<file path="src/rtl/uart_tx_fifo.sv">
// UART transmitter with an internal word FIFO: start bit, LSB-first data,
// optional parity and 1..2 stop bits, one bit every CLKS_PER_BIT clocks.
module uart_tx_fifo #(
   parameter int DATA_BITS    = 8,
   parameter int PARITY       = 0,
   parameter int STOP_BITS    = 1,
   parameter int CLKS_PER_BIT = 1,
   parameter int FIFO_DEPTH   = 4
) (
   input  logic                        CLK,
   input  logic                        RST_N,
   input  logic                        in_valid,
   output logic                        in_ready,
   input  logic [DATA_BITS-1:0]        in_data,
   output logic                        TX,
   output logic                        busy,
   output logic [$clog2(FIFO_DEPTH):0] fifo_count,
   output logic [2:0]                  dbg_state
);
   localparam int AW = $clog2(FIFO_DEPTH);
   localparam int BW = (CLKS_PER_BIT > 1) ? $clog2(CLKS_PER_BIT) : 1;
   localparam logic [BW-1:0] BAUD_LAST = BW'(CLKS_PER_BIT - 1);
   localparam logic [3:0]    DATA_LAST = 4'(DATA_BITS - 1);
   localparam logic [3:0]    STOP_LAST = 4'(STOP_BITS - 1);
   localparam logic [AW:0]   FULL      = (AW + 1)'(FIFO_DEPTH);

   typedef enum logic [2:0] {
      S_IDLE   = 3'd0,
      S_START  = 3'd1,
      S_DATA   = 3'd2,
      S_PARITY = 3'd3,
      S_STOP   = 3'd4
   } state_t;

   state_t                 state_q, state_d;
   logic [BW-1:0]          baud_q, baud_d;
   logic [3:0]             bit_q, bit_d;
   logic [DATA_BITS-1:0]   shift_q, shift_d;
   logic                   par_q, par_d;
   logic                   tx_q, tx_d;
   logic [AW-1:0]          wr_ptr_q, wr_ptr_d;
   logic [AW-1:0]          rd_ptr_q, rd_ptr_d;
   logic [AW:0]            count_q, count_d;
   logic [DATA_BITS-1:0]   mem_q [FIFO_DEPTH];
   logic [DATA_BITS-1:0]   head;
   logic                   push, pop, bit_end, fifo_empty;

   // Handshake: a word transfers on a rising edge where in_valid && in_ready;
   // in_ready depends only on the registered count, never on this cycle's pop.
   assign in_ready   = (count_q != FULL);
   assign push       = in_valid && in_ready;
   assign fifo_empty = (count_q == '0);
   assign head       = mem_q[rd_ptr_q];
   assign bit_end    = (baud_q == BAUD_LAST);

   assign TX         = tx_q;
   assign busy       = (state_q != S_IDLE);
   assign fifo_count = count_q;
   assign dbg_state  = state_q;

   always_comb begin
      state_d = state_q;
      baud_d  = baud_q;
      bit_d   = bit_q;
      shift_d = shift_q;
      par_d   = par_q;
      pop     = 1'b0;
      case (state_q)
         S_IDLE: begin
            if (!fifo_empty) begin
               pop     = 1'b1;
               state_d = S_START;
               baud_d  = '0;
            end
         end
         S_START: begin
            if (bit_end) begin
               state_d = S_DATA;
               baud_d  = '0;
               bit_d   = '0;
            end else begin
               baud_d = baud_q + 1'b1;
            end
         end
         S_DATA: begin
            if (bit_end) begin
               baud_d  = '0;
               shift_d = shift_q >> 1;
               if (bit_q == DATA_LAST) begin
                  bit_d   = '0;
                  state_d = (PARITY != 0) ? S_PARITY : S_STOP;
               end else begin
                  bit_d = bit_q + 1'b1;
               end
            end else begin
               baud_d = baud_q + 1'b1;
            end
         end
         S_PARITY: begin
            if (bit_end) begin
               state_d = S_STOP;
               baud_d  = '0;
               bit_d   = '0;
            end else begin
               baud_d = baud_q + 1'b1;
            end
         end
         S_STOP: begin
            if (bit_end) begin
               baud_d = '0;
               if (bit_q == STOP_LAST) begin
                  bit_d = '0;
                  // Chain straight into the next start bit so frames stay contiguous.
                  if (!fifo_empty) begin
                     pop     = 1'b1;
                     state_d = S_START;
                  end else begin
                     state_d = S_IDLE;
                  end
               end else begin
                  bit_d = bit_q + 1'b1;
               end
            end else begin
               baud_d = baud_q + 1'b1;
            end
         end
         default: state_d = S_IDLE;
      endcase

      if (pop) begin
         shift_d = head;
         par_d   = (PARITY == 2) ? ^head : ~^head;
      end

      // TX is registered from the next state so the line changes on the same
      // edge that enters each bit.
      case (state_d)
         S_START:  tx_d = 1'b0;
         S_DATA:   tx_d = shift_d[0];
         S_PARITY: tx_d = par_d;
         default:  tx_d = 1'b1;
      endcase

      wr_ptr_d = wr_ptr_q + AW'(push);
      rd_ptr_d = rd_ptr_q + AW'(pop);
      case ({push, pop})
         2'b10:   count_d = count_q + 1'b1;
         2'b01:   count_d = count_q - 1'b1;
         default: count_d = count_q;
      endcase
   end

   always_ff @(posedge CLK or negedge RST_N) begin
      if (!RST_N) begin
         state_q  <= S_IDLE;
         baud_q   <= '0;
         bit_q    <= '0;
         shift_q  <= '0;
         par_q    <= 1'b0;
         tx_q     <= 1'b1;
         wr_ptr_q <= '0;
         rd_ptr_q <= '0;
         count_q  <= '0;
         for (int i = 0; i < FIFO_DEPTH; i++) mem_q[i] <= '0;
      end else begin
         state_q  <= state_d;
         baud_q   <= baud_d;
         bit_q    <= bit_d;
         shift_q  <= shift_d;
         par_q    <= par_d;
         tx_q     <= tx_d;
         wr_ptr_q <= wr_ptr_d;
         rd_ptr_q <= rd_ptr_d;
         count_q  <= count_d;
         if (push) mem_q[wr_ptr_q] <= in_data;
      end
   end
endmodule

</file>
<file path="config.mk">
export PLATFORM = sky130hd
export DESIGN_NAME = uart_tx_fifo
export DESIGN_NICKNAME = d
export VERILOG_FILES = /design/src/rtl/uart_tx_fifo.sv
export SDC_FILE = /design/constraint.sdc
export NUM_CORES = 1
export LEC_CHECK = 0
export CORE_MARGIN = 2
export CORE_UTILIZATION = 45
export CTS_CLUSTER_DIAMETER = 100
export DETAILED_ROUTE_END_ITERATION = 16
export GPL_ROUTABILITY_DRIVEN = 1
export PLACE_DENSITY = 0.72
export SKIP_LAST_GASP = 1
export SLEW_MARGIN = 20
export SYNTH_ARGS = -nofsm -noshare
export SYNTH_HDL_FRONTEND = slang
export SYNTH_SLANG_ARGS = --single-unit
</file>
<file path="constraint.sdc">
create_clock -name CLK -period 7.49 [get_ports CLK]
set_clock_uncertainty 0.2 [all_clocks]
set_input_delay 2.247 -clock CLK [delete_from_list [all_inputs] [get_ports CLK]]
set_output_delay 2.247 -clock CLK [all_outputs]
set_load 0.01 [all_outputs]
</file>
# After elaboration in Yosys (flattened, before gate mapping)
# Cells that the tools add are included.
# op_classes
n_eq_ne	16
reduce_logical	16
addsub	6
bitwise_logic	2
order_cmp	3
n_mux	34
# op_table
operator	count
two-way mux 8 bit	6
bitwise mux 32 bit	1
two-way mux 3 bit	7
two-way mux 4 bit	5
binary-select mux 8 bit (select 2 bit)	1
demux 8 bit (select 2 bit)	1
one-hot mux 3 bit (5 select lines)	1
== test 3 x 2 -> 1 bit (second input constant)	4
one-hot mux 4 bit (3 select lines)	1
inequality test 2 bit (second input constant)	4
XNOR reduction 8 bit	1
two-way mux 1 bit	7
== test 3 x 1 -> 1 bit (second input constant)	2
greater-or-equal comparator 3 bit (second input constant)	2
logical NOT 3 bit	2
inverter 2 -> 3 bit	2
one-hot mux 3 bit (2 select lines)	1
nonzero test 2 bit	3
nonzero test 3 bit	2
adder 2 x 1 -> 2 bit	2
adder 4 x 1 -> 4 bit (second input constant)	1
== test 4 x 3 -> 1 bit (second input constant)	1
logical NOT 4 bit	1
one-hot mux 1 bit (2 select lines)	2
other kinds (15)	17
# word_totals
register_bits	57
out_inout_bits	9

# Depth between registers and ports, before layout
# depth
ltp_word	7
ltp_mapped	13
ltp_nobuf	11

# Worst setup path before layout
# Ideal clock, no wire load.
# synth_path
kind	input-to-reg
start	in in_valid
end	reg count_q[2] (netlist: fifo_count[2])
n_path_buf	0
stages	7
t_arrival_ns	3.333
required_ns	7.211
setup_slack_ns	3.878
cell_sequence	nand2_1 > ha_1 > inv_1 > fa_1 > xor2_1 > nor2_1 > xor2_1
# synth_via
elab_chain_len	3
elab_cells_between_ends	5
cone_classes	eq/ne: 2; mux: 1; reduce/logical: 2
# synth_lines
item	line_no	source
start: declaration	12	input logic in_valid,
logical AND 1 bit *	51	assign push = in_valid && in_ready;
== test 2 x 1 -> 1 bit / == test 2 bit (equally long branches)	146	case ({push, pop})
one-hot mux 3 bit (2 select lines) / nonzero test 2 bit (equally long branches)	n/a	
end signal: assignment	174	count_q <= count_d;
end: declaration	43	logic [AW:0] count_q, count_d;
# Every way passes the cells marked *; elsewhere a longest branch is shown, timed or not.
# A chain may end at the register's enable or synchronous reset.

# Worst setup path in the final report
# layout_path
start	reg state_q[2] (netlist: dbg_state[2])
end	out busy
# layout_via
elab_chain_len	1
# layout_lines
item	line_no	source
start: declaration	35	state_t state_q, state_d;
start signal: assignment	166	state_q <= state_d;
nonzero test 3 bit	57	assign busy = (state_q != S_IDLE);
end: declaration	16	output logic busy,
# No other way between the ends.

==> metrics.md <==
| Metric | Value |
|---|---|
| Warnings from Yosys | 0 |
| Final-report hold violation count | 0 |
| Global routing usage summed across all routing layers | 15.5% |
| Count of buffers inserted at the top-level ports | 19 |
| Count of max-cap constraint violations | 0 |
| Post-route cell area | 2940 µm² |
| Floorplan core area | 5510 µm² |
| Ordered list of cells on the worst path | nor2_1 -> nand2_1 -> clkdlybuf4s50_1 |
| Share of cells above drive strength 1 | 18.8% |
| Placed cell count | 282 |
| Number of ports placed on the die boundary | 20 |
| Gate count after technology mapping | 198 |
| Highest clock rate | 236 MHz |
| Power density over the cells | 453 nW/µm² |
| Library cells used by synthesis | 38 |
| Initial antenna violation count | 0 |
| WL/cell | 15.0 µm |
| CP arrival | 1.79 ns |
| Share of flip-flops with an asynchronous set or reset after synthesis | 100% |
| Total clock sinks | 55 |
| DP HPWL | 2970 µm |
| IR Drop Worst-Case VDD | 0.249 mV |
| Normalized max-slew margin | 54.2% |
| Number of global-route vias before repair | 1,553 |
| Flops & latches, synth | 55 |
| Placement-stage cell area | 2820 µm² |
| Clock-pin transition on the worst setup and hold timing paths | 0.09 ns |
| Number of nets produced by synthesis | 215 |
| Root Buffer Master | clkbuf_8 |
| Sequential group share of total power | 43.7% |
| Number of levels in the clock H-tree | 2 |
| Die outline width | 79.7 µm |
| Core Rows | 27 |
| Setup repair bufs after CTS | 0 |
| Wire length after detailed routing | 4350 µm |
| Status | completed |
| Nets | 234 |
| Post-detailed-route count of antenna-violating nets | 0 |
| Number of buffer and inverter instances along the worst setup path | 1 |
| Total Die Area | 6360 µm² |
| Setup TNS Final | 0 ns |
| Die Y | 79.7 µm |
| Final critical delay including setup and external delays | 4.24 ns |
| Combinational group share of total power | 41.0% |
| Number of enable flip-flop cells after synthesis | 0 |
| Data required time of the worst path | 5.04 ns |
| Share of power burned in the clock network | 15.3% |
| Capturing element type of the critical path | primary output |
| Net Sw Power | 0.460 mW |
| Setup repair after global routing missed its margin | no |
| Biggest fanout along the worst timing path | 13 |
| Clock tree from TritonCTS | built |
| Number of design rule violations left after detail routing | 0 |
| Starting DRT DRC Count | 65 |
| Leakage Power | 1.28 nW |
| Type of the most critical hold path | reg -> reg |
| Netlist Area Pre-Place | 2580 µm² |
| Worst skew pair latency | 0.32 ns |
| Final non-filler cell total | 290 |
| Pwr Total | 1.33 mW |
| Final weighted congestion in routability-driven placement | 0.745 |
| Number of buffers inserted by hold repair at cts | 0 |
| Starting density of the core | 46.9% |
| Critical Path Start Type | register |
| Tcrit/Tclk final | 56.6% |
| Resized cells post-CTS | 0 |
| Total number of vias | 1,568 |
| Most frequent standard cell in the layout excluding fill and tap cells | dfrtp_1 |
| Internal power component | 0.871 mW |
| Maximum number of pins on one net before global-route repair | 56 |
| Layout area overhead | 13.9% |
| Number of CTS-inserted buffers | 5 |
| Share of synthesized area occupied by flip-flops and latches | 53.4% |
| Critical-path cell with the highest stage delay | dfrtp_1 |
| Antenna cell count | 0 |
| Biggest cell delay along the critical path | 0.54 ns |
| Worst setup path class | reg -> out |
| Number of setup violations in the final report | 0 |
| Global-route wire length before repair | 7600 µm |
| Ys flop type | dfrtp_1 |
| Fraction of power spent switching nets | 34.6% |
| Overflow after GRT | 0 |
| Slew @ Worst Pin | 0.687 ns |
| Mean Syn Cell Area | 13.0 µm² |
| Maximum buffer depth of the clock tree | 2 |
| TritonRoute pass-1 iters | 4 |
| Detailed-route vias per instance | 5.41 |
| Delay-heaviest family, CP | flip-flops |
| Worst hold-check slack | 0.296 ns |
| Final Slew Violations | 0 |
| Most frequent cells in the layout | dfrtp_1 (54), mux2_2 (19), clkdlybuf4s50_1 (18), nand2_1 (16), mux2_1 (13) |
-- final timing paths --
kind	from	to	slack, ns	depth (start not counted)
worst max-delay path	dbg_state[2]	busy	3.25	3
worst min-delay path	mem_q[13]	mem_q[13]	0.30	1
worst max register to register	bit_q[0]	fifo_count[2]	4.22	11
worst min register to register	mem_q[13]	mem_q[13]	0.30	1
max in group asynchronous	RST_N	wr_ptr_q[0]	4.79	2
min in group asynchronous	RST_N	mem_q[18]	1.84	2
-- registers in the layout, indices dropped and copies added, names as in the netlist --
| name | cells |
|---|---|
| fifo_count | 3 |
| shift_q | 8 |
| dbg_state | 3 |
| rd_ptr_q | 2 |
| wr_ptr_q | 2 |
| TX | 1 |
| mem_q | 32 |
| bit_q | 4 |
-- logic make-up after synthesis --
| kind of cell | count (synthesis) | share of synthesized area (%) |
|---|---|---|
| XOR/XNOR | 5 | 1.70 |
| flip-flops | 55 | 53.4 |
| AO/OA/AOI/OAI | 27 | 6.98 |
| buffers and inverters | 18 | 3.10 |
| adder cells (fa/ha/maj) | 6 | 3.20 |
| multiplexers | 50 | 24.8 |
| AND/OR/NAND/NOR | 37 | 6.83 |
-- final cells by class --
| class | instances | area, µm² |
|---|---|---|
| Multi-Input combinational cell | 125 | 1120 |
| Clock buffer | 6 | 82.6 |
| Tap cell | 72 | 90.1 |
| Clock inverter | 2 | 35.0 |
| Timing Repair Buffer | 20 | 193 |
| Sequential cell | 55 | 1380 |
| Fill cell | 462 | 2570 |
| Inverter | 10 | 37.5 |
-- power groups by stage --
stage	registers (mW)	clock network (mW)	logic (mW)
after global routing	0.606	0.221	0.610
after floorplan	0.528	0	0.464
after CTS	0.584	0.208	0.554
after global placement	0.581	0	0.533
final	0.582	0.204	0.545
after detailed placement	0.590	0	0.551
-- synth_stat cells (2+ instances only) --
master	count	area share [%]
nand2_1	16	2.3
inv_1	9	1.3
o21ai_1	8	1.6
a21oi_1	5	0.97
nand3_1	3	0.58
nor2b_1	2	0.48
buf_2	4	0.78
o311a_1	2	0.78
mux4_2	8	7.0
nor2_1	6	0.87
nand3b_1	2	0.58
dfrtp_1	54	52
mux2_1	13	5.7
ha_1	5	2.4
xor2_1	4	1.4
clkbuf_1	3	0.44
mux2_2	19	8.3
nor3_1	4	0.78
mux2i_1	10	3.9
o21ai_0	3	0.58
-- metrics by stage --
| stage | util (%) | setup slack, ns |
|---|---|---|
| detailed placement | 51.2 | 3.34 |
| floorplan | - | 3.88 |
| CTS | 53.4 | 3.27 |
| global placement | 51.2 | 3.42 |
| global route | 53.4 | 3.10 |
| finish | 53.4 | 3.25 |
-- metal layers --
metal | GRT usage, % | vias up | wire (µm)
met5 | 0 | - | 0
met4 | 6.10 | 0 | 76
met3 | 4.19 | 6 | 169
met2 | 23.9 | 33 | 2070
met1 | 21.1 | 780 | 2040
li1 | - | 749 | -
Note: power is estimated with default switching activity, not from simulation.
